File: src/rtl/fifo_pkg.sv
// Shared async-FIFO definitions: default geometry and Gray/binary conversions.
// Used by the write-side and read-side controllers and the dual-port memory.
package fifo_pkg;

  localparam int unsigned FIFO_ADDRSIZE = 4;
  localparam int unsigned FIFO_PTRW     = FIFO_ADDRSIZE + 1;
  localparam int unsigned FIFO_DEPTH    = 1 << FIFO_ADDRSIZE;

  // Pointer width for a given address size (one wrap bit above the address).
  function automatic int unsigned ptr_width(input int unsigned addrsize);
    return addrsize + 1;
  endfunction

  // Number of memory entries for a given address size.
  function automatic int unsigned fifo_depth(input int unsigned addrsize);
    return 1 << addrsize;
  endfunction

  // Binary to Gray; callers zero-extend into and truncate out of the 32-bit form.
  function automatic logic [31:0] bin2gray(input logic [31:0] b);
    return b ^ (b >> 1);
  endfunction

  // Gray to binary; zero-extended inputs convert correctly at any narrower width.
  function automatic logic [31:0] gray2bin(input logic [31:0] g);
    logic [31:0] b;
    b[31] = g[31];
    for (int i = 30; i >= 0; i--) begin
      b[i] = b[i+1] ^ g[i];
    end
    return b;
  endfunction

endpackage

File: src/rtl/fifo_sync_2ff.sv
// Generic two-flop synchroniser for Gray-coded pointers crossing clock domains.
module fifo_sync_2ff #(
  parameter int unsigned WIDTH = 5
) (
  input  logic             wclk,
  input  logic             wrst_n,
  input  logic [WIDTH-1:0] d,
  output logic [WIDTH-1:0] q
);

  logic [WIDTH-1:0] q1;

  // Plain flop chain; nothing may sit between the two stages.
  always_ff @(posedge wclk or negedge wrst_n) begin
    if (!wrst_n) begin
      q1 <= '0;
      q  <= '0;
    end else begin
      q1 <= d;
      q  <= q1;
    end
  end

endmodule

File: src/rtl/fifo_wptr_full.sv
// Async FIFO write-side controller: write pointer, full/almost-full, level estimate.
// Optional sticky overflow flag (wovf / wovf_clr) when FIFO_WOVF_EN is defined.
module fifo_wptr_full
  import fifo_pkg::*;
#(
  parameter int unsigned ADDRSIZE     = FIFO_ADDRSIZE,
  parameter int unsigned AFULL_MARGIN = 2
) (
  input  logic                wclk,
  input  logic                wrst_n,
  input  logic                winc,
  input  logic [ADDRSIZE:0]   wq2_rptr,
  output logic [ADDRSIZE-1:0] waddr,
  output logic                wclken,
  output logic [ADDRSIZE:0]   wptr,
  output logic                wfull,
  output logic                wafull,
  output logic [ADDRSIZE:0]   wlevel
`ifdef FIFO_WOVF_EN
  ,
  input  logic                wovf_clr,
  output logic                wovf
`endif
);

  localparam int unsigned PW        = ptr_width(ADDRSIZE);
  localparam int unsigned AF_THRESH = fifo_depth(ADDRSIZE) - AFULL_MARGIN;
  // Full pattern: top two Gray bits inverted (both bits when the pointer is 2 wide).
  localparam logic [PW-1:0] FULL_MASK = PW'(3) << (PW - 2);

  logic [PW-1:0] wbin;
  logic [PW-1:0] wbinnext;
  logic [PW-1:0] wgraynext;
  logic [PW-1:0] rq_s;
  logic [PW-1:0] rbin_s;
  logic [PW-1:0] lvl_next;

  // Bring the read Gray pointer into wclk.
  fifo_sync_2ff #(
    .WIDTH (PW)
  ) u_sync (
    .wclk   (wclk),
    .wrst_n (wrst_n),
    .d      (wq2_rptr),
    .q      (rq_s)
  );

  // Next-pointer, synchronised read position and occupancy after this edge.
  always_comb begin
    wclken    = winc & ~wfull;
    wbinnext  = wbin + PW'(wclken);
    wgraynext = PW'(bin2gray(32'(wbinnext)));
    rbin_s    = PW'(gray2bin(32'(rq_s)));
    lvl_next  = wbinnext - rbin_s;
  end

  assign waddr = wbin[ADDRSIZE-1:0];

  // Pointer, flag and level registers; flags look at the post-write pointer.
  always_ff @(posedge wclk or negedge wrst_n) begin
    if (!wrst_n) begin
      wbin   <= '0;
      wptr   <= '0;
      wfull  <= 1'b0;
      wafull <= 1'b0;
      wlevel <= '0;
    end else begin
      wbin   <= wbinnext;
      wptr   <= wgraynext;
      wfull  <= (wgraynext == (rq_s ^ FULL_MASK));
      wafull <= (lvl_next >= PW'(AF_THRESH));
      wlevel <= lvl_next;
    end
  end

`ifdef FIFO_WOVF_EN
  // Sticky overflow: a dropped write sets it, and that beats a same-cycle clear.
  always_ff @(posedge wclk or negedge wrst_n) begin
    if (!wrst_n) begin
      wovf <= 1'b0;
    end else if (winc && wfull) begin
      wovf <= 1'b1;
    end else if (wovf_clr) begin
      wovf <= 1'b0;
    end
  end
`endif

endmodule

File: config.mk
export PLATFORM = sky130hd
export DESIGN_NAME = fifo_wptr_full
export DESIGN_NICKNAME = d
export VERILOG_FILES = /design/src/rtl/fifo_pkg.sv /design/src/rtl/fifo_sync_2ff.sv /design/src/rtl/fifo_wptr_full.sv
export SDC_FILE = /design/constraint.sdc
export NUM_CORES = 1
export LEC_CHECK = 0
export CAP_MARGIN = 20
export CORE_MARGIN = 3
export CORE_UTILIZATION = 40
export DETAILED_ROUTE_END_ITERATION = 12
export PLACE_DENSITY_LB_ADDON = 0.15
export RECOVER_POWER = 25
export SLEW_MARGIN = 20
export SYNTH_ARGS = -nofsm -noshare
export SYNTH_HDL_FRONTEND = slang
export SYNTH_HIERARCHICAL = 1
export SYNTH_SLANG_ARGS = --single-unit
export TNS_END_PERCENT = 50
File: constraint.sdc
create_clock -name wclk -period 5.6 [get_ports wclk]
set_input_delay 1.12 -clock wclk [delete_from_list [all_inputs] [get_ports wclk]]
set_output_delay 1.12 -clock wclk [all_outputs]
set_load 0.02 [all_outputs]
## Word level (Yosys, flattened, before mapping)

Cells that the tools add are included.

- Register bits after elaboration: 27
- Input port bits: 8
- Output and inout port bits: 17
- Word-level logic and storage cells: 19

- Add/subtract/negate cells: 2
- Order comparisons: 1
- Eq/ne operators: 1
- Bitwise logic cells: 8

Operator list:

| cell | count |
|---|---|
| $add A5 B1 Y5 | 1 |
| $eq A5 B5 Y1 | 1 |
| $ge A5 B4 Y1 const B | 1 |
| $sub A5 B5 Y5 | 1 |
| $xor A5 B4 Y5 | 1 |
| $xor A1 B1 Y1 | 4 |
| $not A2 Y2 | 1 |
| $and A1 B1 Y1 | 1 |
| $not A1 Y1 | 1 |

## Depth between registers and ports, before layout

Gate-level depths: netlist (run 1).

- Word-level depth: 6
- Mapped depth: 10
- Gate-level depth less buffers: 10

## By module

The synthesis (run 1) kept the hierarchy.

Modules (own cells, without submodules):

| module | times used | cells each | area each (sq um) | sequential area each (sq um) |
|---|---|---|---|---|
| fifo_wptr_full | 1 | 78 | 930.9 | 400.4 |
| fifo_sync_2ff | 1 | 10 | 250.2 | 250.2 |

## Worst setup path after synthesis (run 1)

Ideal clock, no wire load.

- Path type: input-to-reg
- Start: input winc
- End: register wafull
- Setup time: 0.116 ns
- Arrival time: 3.216 ns
- Data required time: 5.484 ns
- Slack: 2.268 ns
- Stages on the path: 9
- Buffers on the path: 0
- Cells stage by stage: nor2b_1 ha_1 xnor2_1 inv_1 ha_1 nor2b_1 o21ai_0 a21boi_0 o311ai_0

- Word-level cells in the longest chain between the ends: 4

RTL lines:

| item | RTL line | source |
|---|---|---|
| start, declared | fifo_wptr_full.sv:11 | `input logic winc,` |
| $and A1 B1 Y1 | fifo_wptr_full.sv:50 | `wclken = winc & ~wfull;` |
| $add A5 B1 Y5 | fifo_wptr_full.sv:51 | `wbinnext = wbin + PW'(wclken);` |
| net wbinnext[1] | fifo_wptr_full.sv:32 | `logic [PW-1:0] wbinnext;` |
| $sub A5 B5 Y5 | fifo_wptr_full.sv:54 | `lvl_next = wbinnext - rbin_s;` |
| $ge A5 B4 Y1 | fifo_wptr_full.sv:71 | `wafull <= (lvl_next >= PW'(AF_THRESH));` |
| end signal, assigned | fifo_wptr_full.sv:71 |  |
| end, declared | fifo_wptr_full.sv:17 | `output logic wafull,` |

The timed path passes the listed nets, and every way through them passes these cells.

## Worst setup path after layout (run 1)

- Start: input winc
- End: output wclken

- Word-level cells in the longest chain between the ends: 1

RTL lines:

| item | RTL line | source |
|---|---|---|
| $and A1 B1 Y1 | fifo_wptr_full.sv:50 |  |
| end, declared | fifo_wptr_full.sv:14 | `output logic wclken,` |

No other way between the ends.

==> key figures, run 1 <==
Status
  • Run status: completed

Final layout
  • Commonest non-fill, non-tap cell in the layout: dfrtp_1
  • ANT cells: 0
  • Nets: 130
  • Fillers: 254
  • P&R area growth vs syn: 24.2%
  • Seq. cell area: 651 um^2
  • Commonest non-fill, non-tap cells in the layout: dfrtp_1 (26), clkdlybuf4s50_1 (23), xnor2_1 (13)
  • Multi-input gate area: 494 um^2
  • Share of layout cells above drive strength 1: 0.0708

Worst setup path
  • Critical Path RT: 4.48 ns
  • Worst path most repeated cell: clkdlybuf4s50_1
  • CP Launch Type: input port
  • Worst EP arrival: roughly 2.4 ns
  • Critical path class: in2out
  • Worst path max stage delay: roughly 0.65 ns
  • CP Cell Sequence: clkdlybuf4s50_1 > nor2b_1 > clkdlybuf4s50_1
  • Critical-path maximum fanout: 3
  • Worst Path Buf+Inv: 2
  • Critical path's slowest cell: clkdlybuf4s50_1
  • R2R setup slack: 2.95 ns
  • CP Capture Type: output pin
  • CP delay by family, top: buffers and inverters

Logic synthesis
  • Synth Net Count: between 100 and 150
  • Seq/Total Area, Yosys: 0.551
  • Mapped Area: between 1000 and 1500 um^2
  • Ys flop type: dfrtp_1
  • Mapped Cells: 88
  • Async SR Flop Fraction: 1.00
  • Leading area contributor after synthesis: dfrtp_1
  • Top cells by area, synth: dfrtp_1 (55%), xnor2_1 (9.6%), ha_1 (6.4%)
  • Post-synth top area share: 0.551
  • Synthesized area per cell: ~13 um^2
  • Synth Register Bits: 26
  • Unique masters post-synth: 30
  • Post-synth EDFFs: 0
  • Yosys warnings: 6

Clock tree
  • Post-CTS Setup Inserts: 0
  • Worst-path clk slew: 0.12 ns
  • H-tree lvl count: 1
  • Root Buffer Master: clkbuf_4
  • Post-CTS Hold Fix Bufs: 0
  • CTS tree: built
  • Max Root-Sink Buffers: 2
  • TritonCTS buffer count: 3
  • CTS sink cnt: 26
  • CTS resizes: 0
  • Clock latency on the worst-skew pair: between 0.3 and 0.4 ns

Floorplan
  • Die height: a little over 60 um
  • Die X: roughly 60 um
  • Initial Utilization: 0.425
  • Site Rows: 19
  • Core Footprint: 2780 um^2
  • Die area: between 3000 and 4000 um^2
  • I/O pins: 25

Detailed routing
  • Routed Antenna Nets: 0
  • Via count: roughly 700
  • Initial drt markers: 6
  • Wire per inst: 11.9 um
  • Drt first pass iters: 2
  • Final WL: approximately 1.7 mm
  • Vias per cell: approximately 4.9
  • # DRC: 0

Placed design
  • Post-DP HPWL: 1.39 mm
  • Port buffer count: 24
  • Placer Congestion: 0.724

Timing
  • Fmax: between 200 and 300 MHz
  • Worst hold slack: between 0.3 and 0.4 ns
  • Slew Viols, Final: 0
  • Final Hold Fails: 0
  • Final setup TNS: 0 ns
  • Fin crit share: 0.632
  • RSZ-0062 raised after global routing: no
  • Max_slew headroom: 0.128
  • Post-route minimum period: ~3.5 ns
  • Measured slew at the worst slew-check pin: ~1.3 ns
  • Post-Route Skew: around 0.0022 ns
  • Final setup viols: 0

Run
  • Max Cap Violations: 0

Pwr
  • Logic gate share of total power: 0.604
  • Pwr dens: between 600 and 700 nW/um^2
  • P_int: around 570 uW
  • Sw Share: 0.399
  • VDD IR max: between 0.3 and 0.4 mV
  • Leak: about 0.00064 uW
  • Switching power total: roughly 380 uW
  • Clock power share: 0.078
  • Sequential Power Share: 0.318

Global route
  • Initial antenna violation count: 0
  • First-pass GRT wire length: about 3.0 mm
  • Vias in the first global route: 658
  • Gr usage total: 0.112
  • Largest net degree at the start of global routing: 27
  • Overflow after GRT: 0

Hold path
  • Hold Crit Class: reg2reg
path summary, 6_finish.rpt:
| check | startpoint | end | cells past startpoint |
|---|---|---|---|
| setup / recovery | winc | wclken | 3 |
| hold / removal | u_sync/q1[4]$_DFF_PN0_ | u_sync/q[4]$_DFF_PN0_ | 0 |
| setup reg to reg | u_sync/q[4]$_DFF_PN0_ | wafull$_DFF_PN0_ | 10 |
| hold reg to reg | u_sync/q1[4]$_DFF_PN0_ | u_sync/q[4]$_DFF_PN0_ | 0 |
| max in group asynchronous | wrst_n | wptr[1]$_DFF_PN0_ | 1 |
| min in group asynchronous | wrst_n | wlevel[3]$_DFF_PN0_ | 1 |
through the flow:
step / utilization / setup slack (ns) / area, um^2 / total power, uW / std cells
3_5_place_dp: 0.520 / 1.79 / 1450 / 897 / 141
2_1_floorplan: - / 2.27 / 1180 / 709 / 88
5_1_grt: 0.527 / 1.89 / 1470 / 1040 / 144
3_3_place_gp: 0.521 / 1.91 / 1450 / 888 / 141
4_1_cts: 0.528 / 2.04 / 1470 / 974 / 144
6_report: 0.527 / 2.06 / 1470 / 954 / 144
Yosys cell counts (2+ instances only):
| master | count |
|---|---|
| dfrtp_1 | 26 |
| xnor2_1 | 13 |
| inv_1 | 7 |
| ha_1 | 6 |
| xor2_1 | 4 |
| nand2_1 | 3 |
| nor2b_1 | 3 |
| a21boi_0 | 2 |
| nand2b_1 | 2 |
| o21ai_0 | 2 |
kinds of logic (layout without fill, tap and decap cells):
group                    count (synthesis)  count (layout)  synth area share
adder cells (fa/ha/maj)                  7               7            0.0805
AND/OR/NAND/NOR                         16              16            0.0879
buffers and inverters                    9              34            0.0307
XOR/XNOR                                21              21             0.193
flip-flops                              26              26             0.551
AO/OA/AOI/OAI                            9               9            0.0572
flip-flops by register name, indices dropped and copies added (netlist names):
signal and count:
wbin 5, wafull 1, u_sync/q1 5, wfull 1
wlevel 5, wptr 4, u_sync/q 5
power groups by stage:
| stage | clock, uW | combinational [uW] | sequential [uW] |
|---|---|---|---|
| after floorplan | 0 | 342 | 367 |
| after global placement | 0 | 581 | 306 |
| final | 74.5 | 577 | 303 |
| after detailed placement | 0 | 587 | 310 |
| after global routing | 84.3 | 638 | 314 |
| after CTS | 79.7 | 589 | 305 |
layout make-up:
| cell class | instances | area share |
|---|---|---|
| clock buffer | 3 | 0.0154 |
| inverter | 7 | 0.0179 |
| multi-input combinational | 53 | 0.337 |
| sequential | 26 | 0.444 |
| tap | 31 | 0.0265 |
| timing repair buffer | 24 | 0.160 |
per-layer routing:
metal  vias up  track usage  wire, um
li1        340            -         -
met1       335        0.140       735
met2        21        0.182       816
met3         5       0.0213       117
met4         0       0.0665        43
met5         -            0         0
(Power assumes the default switching activity.)
==> run 2, diff against run 1 <==
==> constraint.sdc (replaced) <==
create_clock -name wclk -period 3.3 [get_ports wclk]
set_input_delay 0.66 -clock wclk [delete_from_list [all_inputs] [get_ports wclk]]
set_output_delay 0.66 -clock wclk [all_outputs]
set_load 0.02 [all_outputs]
==> run 2 against run 1 <==
- routed wire length up 7.7%
- core utilization up 1.7 points
- via count unchanged
- largest power group unchanged
- clock power grew 110%
- count of clock-buffer cells in the layout rose by 1
- largest cell class unchanged
==> key figures, run 2 (synthesis gave the netlist of run 1 again) <==
Clock tree
  • Max Root-Sink Buffers: 2 (unchanged)
  • Root Buffer Master: clkbuf_4 (unchanged)
  • H-tree lvl count: 1 (unchanged)
  • Post-CTS Setup Inserts: 0 (unchanged)
  • CTS resizes: 0 (unchanged)
  • Worst-path clk slew: 0.13 ns (was 0.12 ns)
  • CTS tree: built (unchanged)
  • Post-CTS Hold Fix Bufs: 0 (unchanged)
  • CTS sink cnt: 26 (unchanged)
  • Clock latency on the worst-skew pair: 0.32 ns (was 0.31 ns)
  • TritonCTS buffer count: 3 (unchanged)

Global route
  • Initial antenna violation count: 0 (unchanged)
  • Overflow after GRT: 0 (unchanged)
  • Largest net degree at the start of global routing: 27 (unchanged)
  • First-pass GRT wire length: 3.23 mm (was 2.97 mm)
  • Vias in the first global route: 721 (was 658)
  • Gr usage total: 0.123 (was 0.112)

Placed design
  • Port buffer count: 24 (unchanged)
  • Area after DPL: 1480 um^2 (was 1450 um^2)
  • Placer Congestion: 0.727 (was 0.724)
  • Post-DP HPWL: 1.45 mm (was 1.39 mm)
  • Dpl cells: 145 (was 141)

Hold path
  • Hold-critical path depth: 0 (unchanged)
  • Hold Crit Class: reg2reg (unchanged)
  • WHS Endpoint: u_sync/q[1]$_DFF_PN0_ (was u_sync/q[4]$_DFF_PN0_)
  • HP Start: u_sync/q1[1]$_DFF_PN0_ (was u_sync/q1[4]$_DFF_PN0_)

Detailed routing
  • Final WL: 1.84 mm (was 1.71 mm)
  • Wire per inst: 12.4 um (was 11.9 um)
  • # DRC: 0 (unchanged)
  • Vias per cell: 4.70 (was 4.87)
  • Initial drt markers: 7 (was 6)
  • Drt first pass iters: 3 (was 2)
  • Via count: 701 (unchanged)
  • Routed Antenna Nets: 0 (unchanged)

Status
  • Run status: completed (unchanged)

Floorplan
  • Die area: 3640 um^2 (unchanged)
  • Initial Utilization: 0.425 (unchanged)
  • Die X: 60.3 um (unchanged)
  • Die height: 60.3 um (unchanged)
  • Core Footprint: 2780 um^2 (unchanged)
  • Site Rows: 19 (unchanged)
  • I/O pins: 25 (unchanged)

Final layout
  • Fillers: 253 (was 254)
  • Nets: 134 (was 130)
  • Commonest non-fill, non-tap cells in the layout: dfrtp_1 (26), clkdlybuf4s50_1 (18), xnor2_1 (13) (was dfrtp_1 (26), clkdlybuf4s50_1 (23), xnor2_1 (13))
  • Finished Layout Cells: 149 (was 144)
  • P&R area growth vs syn: 28.1% (was 24.2%)
  • Final instance area: 1510 um^2 (was 1470 um^2)
  • ANT cells: 0 (unchanged)
  • Share of layout cells above drive strength 1: 0.102 (was 0.0708)
  • Commonest non-fill, non-tap cell in the layout: dfrtp_1 (unchanged)

Timing
  • RSZ-0062 raised after global routing: no (unchanged)
  • Post-route minimum period: between 2 and 3 ns
  • Fin crit share: 0.841
  • Final Hold Fails: 0 (unchanged)
  • Final setup TNS: 0 ns (unchanged)
  • Final setup viols: 0 (unchanged)
  • Max_slew headroom: 0.119 (was 0.128)
  • Fmax: about 360 MHz
  • Measured slew at the worst slew-check pin: 1.32 ns (was 1.31 ns)
  • Slew Viols, Final: 0 (unchanged)
  • Post-Route Skew: 0.00966 ns (was 0.00224 ns)

Worst setup path
  • Worst EP arrival: 2.98 ns (was 2.42 ns)
  • Critical Path RT: 3.50 ns (was 4.48 ns)
  • Worst r2r dst: wafull$_DFF_PN0_ (unchanged)
  • Critical path class: in2reg (was in2out)
  • Worst reg2reg path startpoint: u_sync/q[4]$_DFF_PN0_ (unchanged)
  • CP Capture Type: flip-flop (was output pin)
  • R2R setup slack: 0.55 ns (was 2.95 ns)
  • CP Launch Type: input port (unchanged)
  • Worst Reg-to-Reg Cells: 10 (unchanged)
  • Critical-path maximum fanout: 5 (was 3)

Pwr
  • Leak: 0.000670 uW (was 0.000642 uW)
  • VDD IR max: 0.705 mV (was 0.312 mV)
  • Pwr dens: 1120 nW/um^2 (was 651 nW/um^2)

Run
  • Max Cap Violations: 0 (unchanged)
## run 2: area by class of cell
class                           instances  area (um^2)  share of cell area
Sequential cell                        26          651               0.430
Multi-Input combinational cell         53          494               0.327
Timing Repair Buffer                   28          267               0.176
Tap cell                               31         38.8              0.0256
Clock buffer                            4         36.3              0.0240
Inverter                                7         26.3              0.0174
## run 2: critical path: stages
cell and delay [ns]:
clkdlybuf4s50_1 0.45, nor2b_1 0.22, ha_1 0.22, buf_4 0.15
nand3_1 0.11, xnor2_1 0.29, ha_1 0.30, a21boi_0 0.14
or3_1 0.33, o311ai_0 0.11
## run 2: worst max-delay path by stage
| stage | start | to | slack [ns] | cells after the start |
|---|---|---|---|---|
| 2_1_floorplan | winc | wafull$_DFF_PN0_ | 0.43 | 9 |
| 3_3_place_gp | winc | wafull$_DFF_PN0_ | 0.29 | 10 |
| 3_5_place_dp | winc | wafull$_DFF_PN0_ | 0.16 | 10 |
| 4_1_cts | winc | wafull$_DFF_PN0_ | 0.50 | 10 |
| 5_1_grt | winc | wafull$_DFF_PN0_ | 0.33 | 10 |
| 6_report | winc | wafull$_DFF_PN0_ | 0.52 | 10 |
## run 2: report_power, final
group          internal, uW  total [uW]  leakage (uW)  switching (uW)
Sequential              435         518      0.000306            82.2
Clock                  67.4         159     0.0000210            91.5
Combinational           527        1020      0.000343             494
Total                  1030        1700      0.000670             668
## run 2: through the flow
stage	setup slack, ns	util	power, uW	hold WS [ns]
global placement	0.287	0.532	1540	0.334
global route	0.335	0.544	1850	0.374
floorplan	0.428	-	1200	0.331
detailed placement	0.160	0.532	1570	0.337
CTS	0.496	0.545	1730	0.369
finish	0.524	0.544	1700	0.365
## run 2: per-layer routing
| metal | GRT usage | up-vias | routed length, um |
|---|---|---|---|
| met1 | 0.161 | 334 | 789 |
| li1 | - | 347 | - |
| met5 | 0 | - | 0 |
| met4 | 0.0601 | 0 | 16 |
| met3 | 0.0255 | 2 | 118 |
| met2 | 0.194 | 18 | 920 |
==> run 3, diff against run 2 <==
==> constraint.sdc (replaced) <==
create_clock -name wclk -period 2.75 [get_ports wclk]
set_input_delay 0.55 -clock wclk [delete_from_list [all_inputs] [get_ports wclk]]
set_output_delay 0.55 -clock wclk [all_outputs]
set_load 0.02 [all_outputs]
==> run 3 against run 2 <==
- first-iteration DRC count stayed put
- final area is 7.1% higher
- worst hold slack improved by 0.0019 ns
- register-to-register slack lost 0.40 ns
- die area stayed put
- sequential power grew 20%
- total power grew 27%
- via count grew 8.4%
- critical path type is now reg2reg
- core utilization increased by 3.9 points
- count of clock-buffer cells in the layout unchanged
- non-clock buffer count is 12 higher
- largest power group unchanged
==> key figures, run 3 (synthesis gave the netlist of run 1 again) <==
Placed design
  • Port buffer count: 24 (unchanged)
  • Area after DPL: 1550 um^2 (was 1480 um^2)
  • Post-DP HPWL: 1.58 mm (was 1.45 mm)
  • Placer Congestion: 0.760 (was 0.727)

Worst setup path
  • CP Cell Sequence: xnor2_2 > xor2_2 > xor2_2 > xnor2_1 > ha_1 > fa_1 > nand2b_1 > a21boi_1 > or3_1 > o311ai_0 (was clkdlybuf4s50_1 > nor2b_1 > ha_1 > buf_4 > nand3_1 > xnor2_1 > ha_1 > a21boi_0 > or3_1 > o311ai_0)
  • Critical path's slowest cell: dfrtp_1 (was clkdlybuf4s50_1)
  • Worst path most repeated cell: xor2_2 (was ha_1)
  • Worst EP arrival: 2.78 ns (was 2.98 ns)
  • Critical Path RT: 2.93 ns (was 3.50 ns)
  • Worst path max stage delay: 0.46 ns (was 0.45 ns)
  • Critical-path maximum fanout: 2 (was 5)
  • CP Capture Type: flip-flop (unchanged)
  • Critical path class: reg2reg (was in2reg)
  • CP Launch Type: flip-flop (was input port)

Detailed routing
  • Final WL: 2.07 mm (was 1.84 mm)
  • Via count: 760 (was 701)
  • Vias per cell: 4.72 (was 4.70)
  • Wire per inst: 12.9 um (was 12.4 um)
  • Routed Antenna Nets: 0 (unchanged)
  • # DRC: 0 (unchanged)
  • Drt first pass iters: 4 (was 3)
  • Initial drt markers: 7 (unchanged)

Timing
  • Final setup viols: 0 (unchanged)
  • Worst hold slack: 0.367 ns (was 0.365 ns)
  • Post-Route Skew: 0.00712 ns (was 0.00966 ns)
  • Measured slew at the worst slew-check pin: 1.36 ns (was 1.32 ns)
  • Post-route minimum period: approximately 2.6 ns
  • Slew Viols, Final: 0 (unchanged)
  • Fin crit share: 0.947
  • Final Hold Fails: 0 (unchanged)
  • Max_slew headroom: 0.0931 (was 0.119)
  • Fmax: 384 MHz

Final layout
  • Share of layout cells above drive strength 1: 0.208 (was 0.102)
  • P&R area growth vs syn: 37.2% (was 28.1%)
  • Final core utilization: 0.583 (was 0.544)
  • Fillers: 224 (was 253)
  • Final instance area: 1620 um^2 (was 1510 um^2)
  • Nets: 146 (was 134)
  • Commonest non-fill, non-tap cells in the layout: dfrtp_1 (26), clkdlybuf4s50_1 (18), buf_4 (15) (was dfrtp_1 (26), clkdlybuf4s50_1 (18), xnor2_1 (13))
  • ANT cells: 0 (unchanged)
  • Commonest non-fill, non-tap cell in the layout: dfrtp_1 (unchanged)

Status
  • Run status: completed (unchanged)

Clock tree
  • Worst-path clk slew: 0.14 ns (was 0.13 ns)
  • Max Root-Sink Buffers: 2 (unchanged)
  • CTS sink cnt: 26 (unchanged)
  • Post-CTS Hold Fix Bufs: 0 (unchanged)
  • Root Buffer Master: clkbuf_4 (unchanged)
  • TritonCTS buffer count: 3 (unchanged)
  • CTS tree: built (unchanged)
  • Clock latency on the worst-skew pair: 0.32 ns (about the same)
  • H-tree lvl count: 1 (unchanged)

Run
  • Max Cap Violations: 0 (unchanged)

Pwr
  • Logic gate share of total power: 0.623 (was 0.602)
  • Sw Share: 0.386 (was 0.393)
  • P_int: 1320 uW (was 1030 uW)
  • Pwr dens: 1330 nW/um^2 (was 1120 nW/um^2)
  • Switching power total: 832 uW (was 668 uW)
  • Leak: 0.000736 uW (was 0.000670 uW)
  • VDD IR max: 0.709 mV (was 0.705 mV)
  • Sequential Power Share: 0.289 (was 0.305)
  • Pwr Total: 2160 uW (was 1700 uW)
  • Clock power share: 0.088 (was 0.094)

Floorplan
  • Site Rows: 19 (unchanged)
  • Initial Utilization: 0.425 (unchanged)
  • Die height: 60.3 um (unchanged)
  • Core Footprint: 2780 um^2 (unchanged)
  • Die X: 60.3 um (unchanged)
  • I/O pins: 25 (unchanged)
  • Die area: 3640 um^2 (unchanged)

Global route
  • Largest net degree at the start of global routing: 27 (unchanged)
  • Vias in the first global route: 785 (was 721)
  • First-pass GRT wire length: 3.47 mm (was 3.23 mm)
  • Gr usage total: 0.131 (was 0.123)
  • Overflow after GRT: 0 (unchanged)
  • Initial antenna violation count: 0 (unchanged)

Hold path
  • Hold Crit Class: reg2reg (unchanged)
==> run 3: layout make-up <==
cell class	instances	area, um^2	share of cell area
Sequential cell	26	651	0.402
Multi-Input combinational cell	53	512	0.316
Clock buffer	4	36.3	0.0224
Timing Repair Buffer	40	357	0.220
Inverter	7	26.3	0.0162
Tap cell	31	38.8	0.0239
==> run 3: routing by layer <==
| metal | vias to the layer above | GRT usage | part of all wire |
|---|---|---|---|
| li1 | 374 | - | - |
| met1 | 362 | 0.160 | 0.42 |
| met2 | 20 | 0.224 | 0.51 |
| met3 | 4 | 0.0191 | 0.046 |
| met4 | 0 | 0.0665 | 0.026 |
| met5 | - | 0 | 0 |
==> run 3: timing repair <==
item | 4_1_cts | 5_1_grt
setup buffers | 0 | 3
pin swaps | 0 | 2
endpoints found under the setup margin | 1 | 1
gates resized for setup | 1 | 2
==> run 3: stage by stage <==
stage	instances	TNS, ns	setup slack (ns)
floorplan	88	0	0.148
global placement	154	-0.0854	-0.0854
detailed placement	154	-0.388	-0.243
CTS	158	0	0.0684
global route	161	-0.0152	-0.0152
finish	161	0	0.146
==> run 3: critical path: cells and delay by family (launching register included) <==
family / cells / cell delay, ns
AO/OA/AOI/OAI: 2 / 0.32
XOR/XNOR: 4 / 0.75
flip-flops: 1 / 0.46
adder cells (fa/ha/maj): 2 / 0.62
AND/OR/NAND/NOR: 2 / 0.31
==> run 3: final timing paths <==
kind | from | endpoint | slack, ns | depth (start not counted)
max | u_sync/q[4]$_DFF_PN0_ | wafull$_DFF_PN0_ | 0.15 | 10
min | u_sync/q1[4]$_DFF_PN0_ | u_sync/q[4]$_DFF_PN0_ | 0.37 | 0
max reg2reg | u_sync/q[4]$_DFF_PN0_ | wafull$_DFF_PN0_ | 0.15 | 10
min reg2reg | u_sync/q1[4]$_DFF_PN0_ | u_sync/q[4]$_DFF_PN0_ | 0.37 | 0
max in group asynchronous | wrst_n | wlevel[4]$_DFF_PN0_ | 0.91 | 2
min in group asynchronous | wrst_n | wafull$_DFF_PN0_ | 1.04 | 2
==> run 3: power groups by stage <==
| stage | clock (uW) | combinational (uW) | sequential [uW] |
|---|---|---|---|
| global route | 215 | 1480 | 641 |
| floorplan | 0 | 697 | 749 |
| detailed placement | 0 | 1340 | 631 |
| global placement | 0 | 1310 | 625 |
| finish | 190 | 1340 | 624 |
| CTS | 203 | 1350 | 622 |
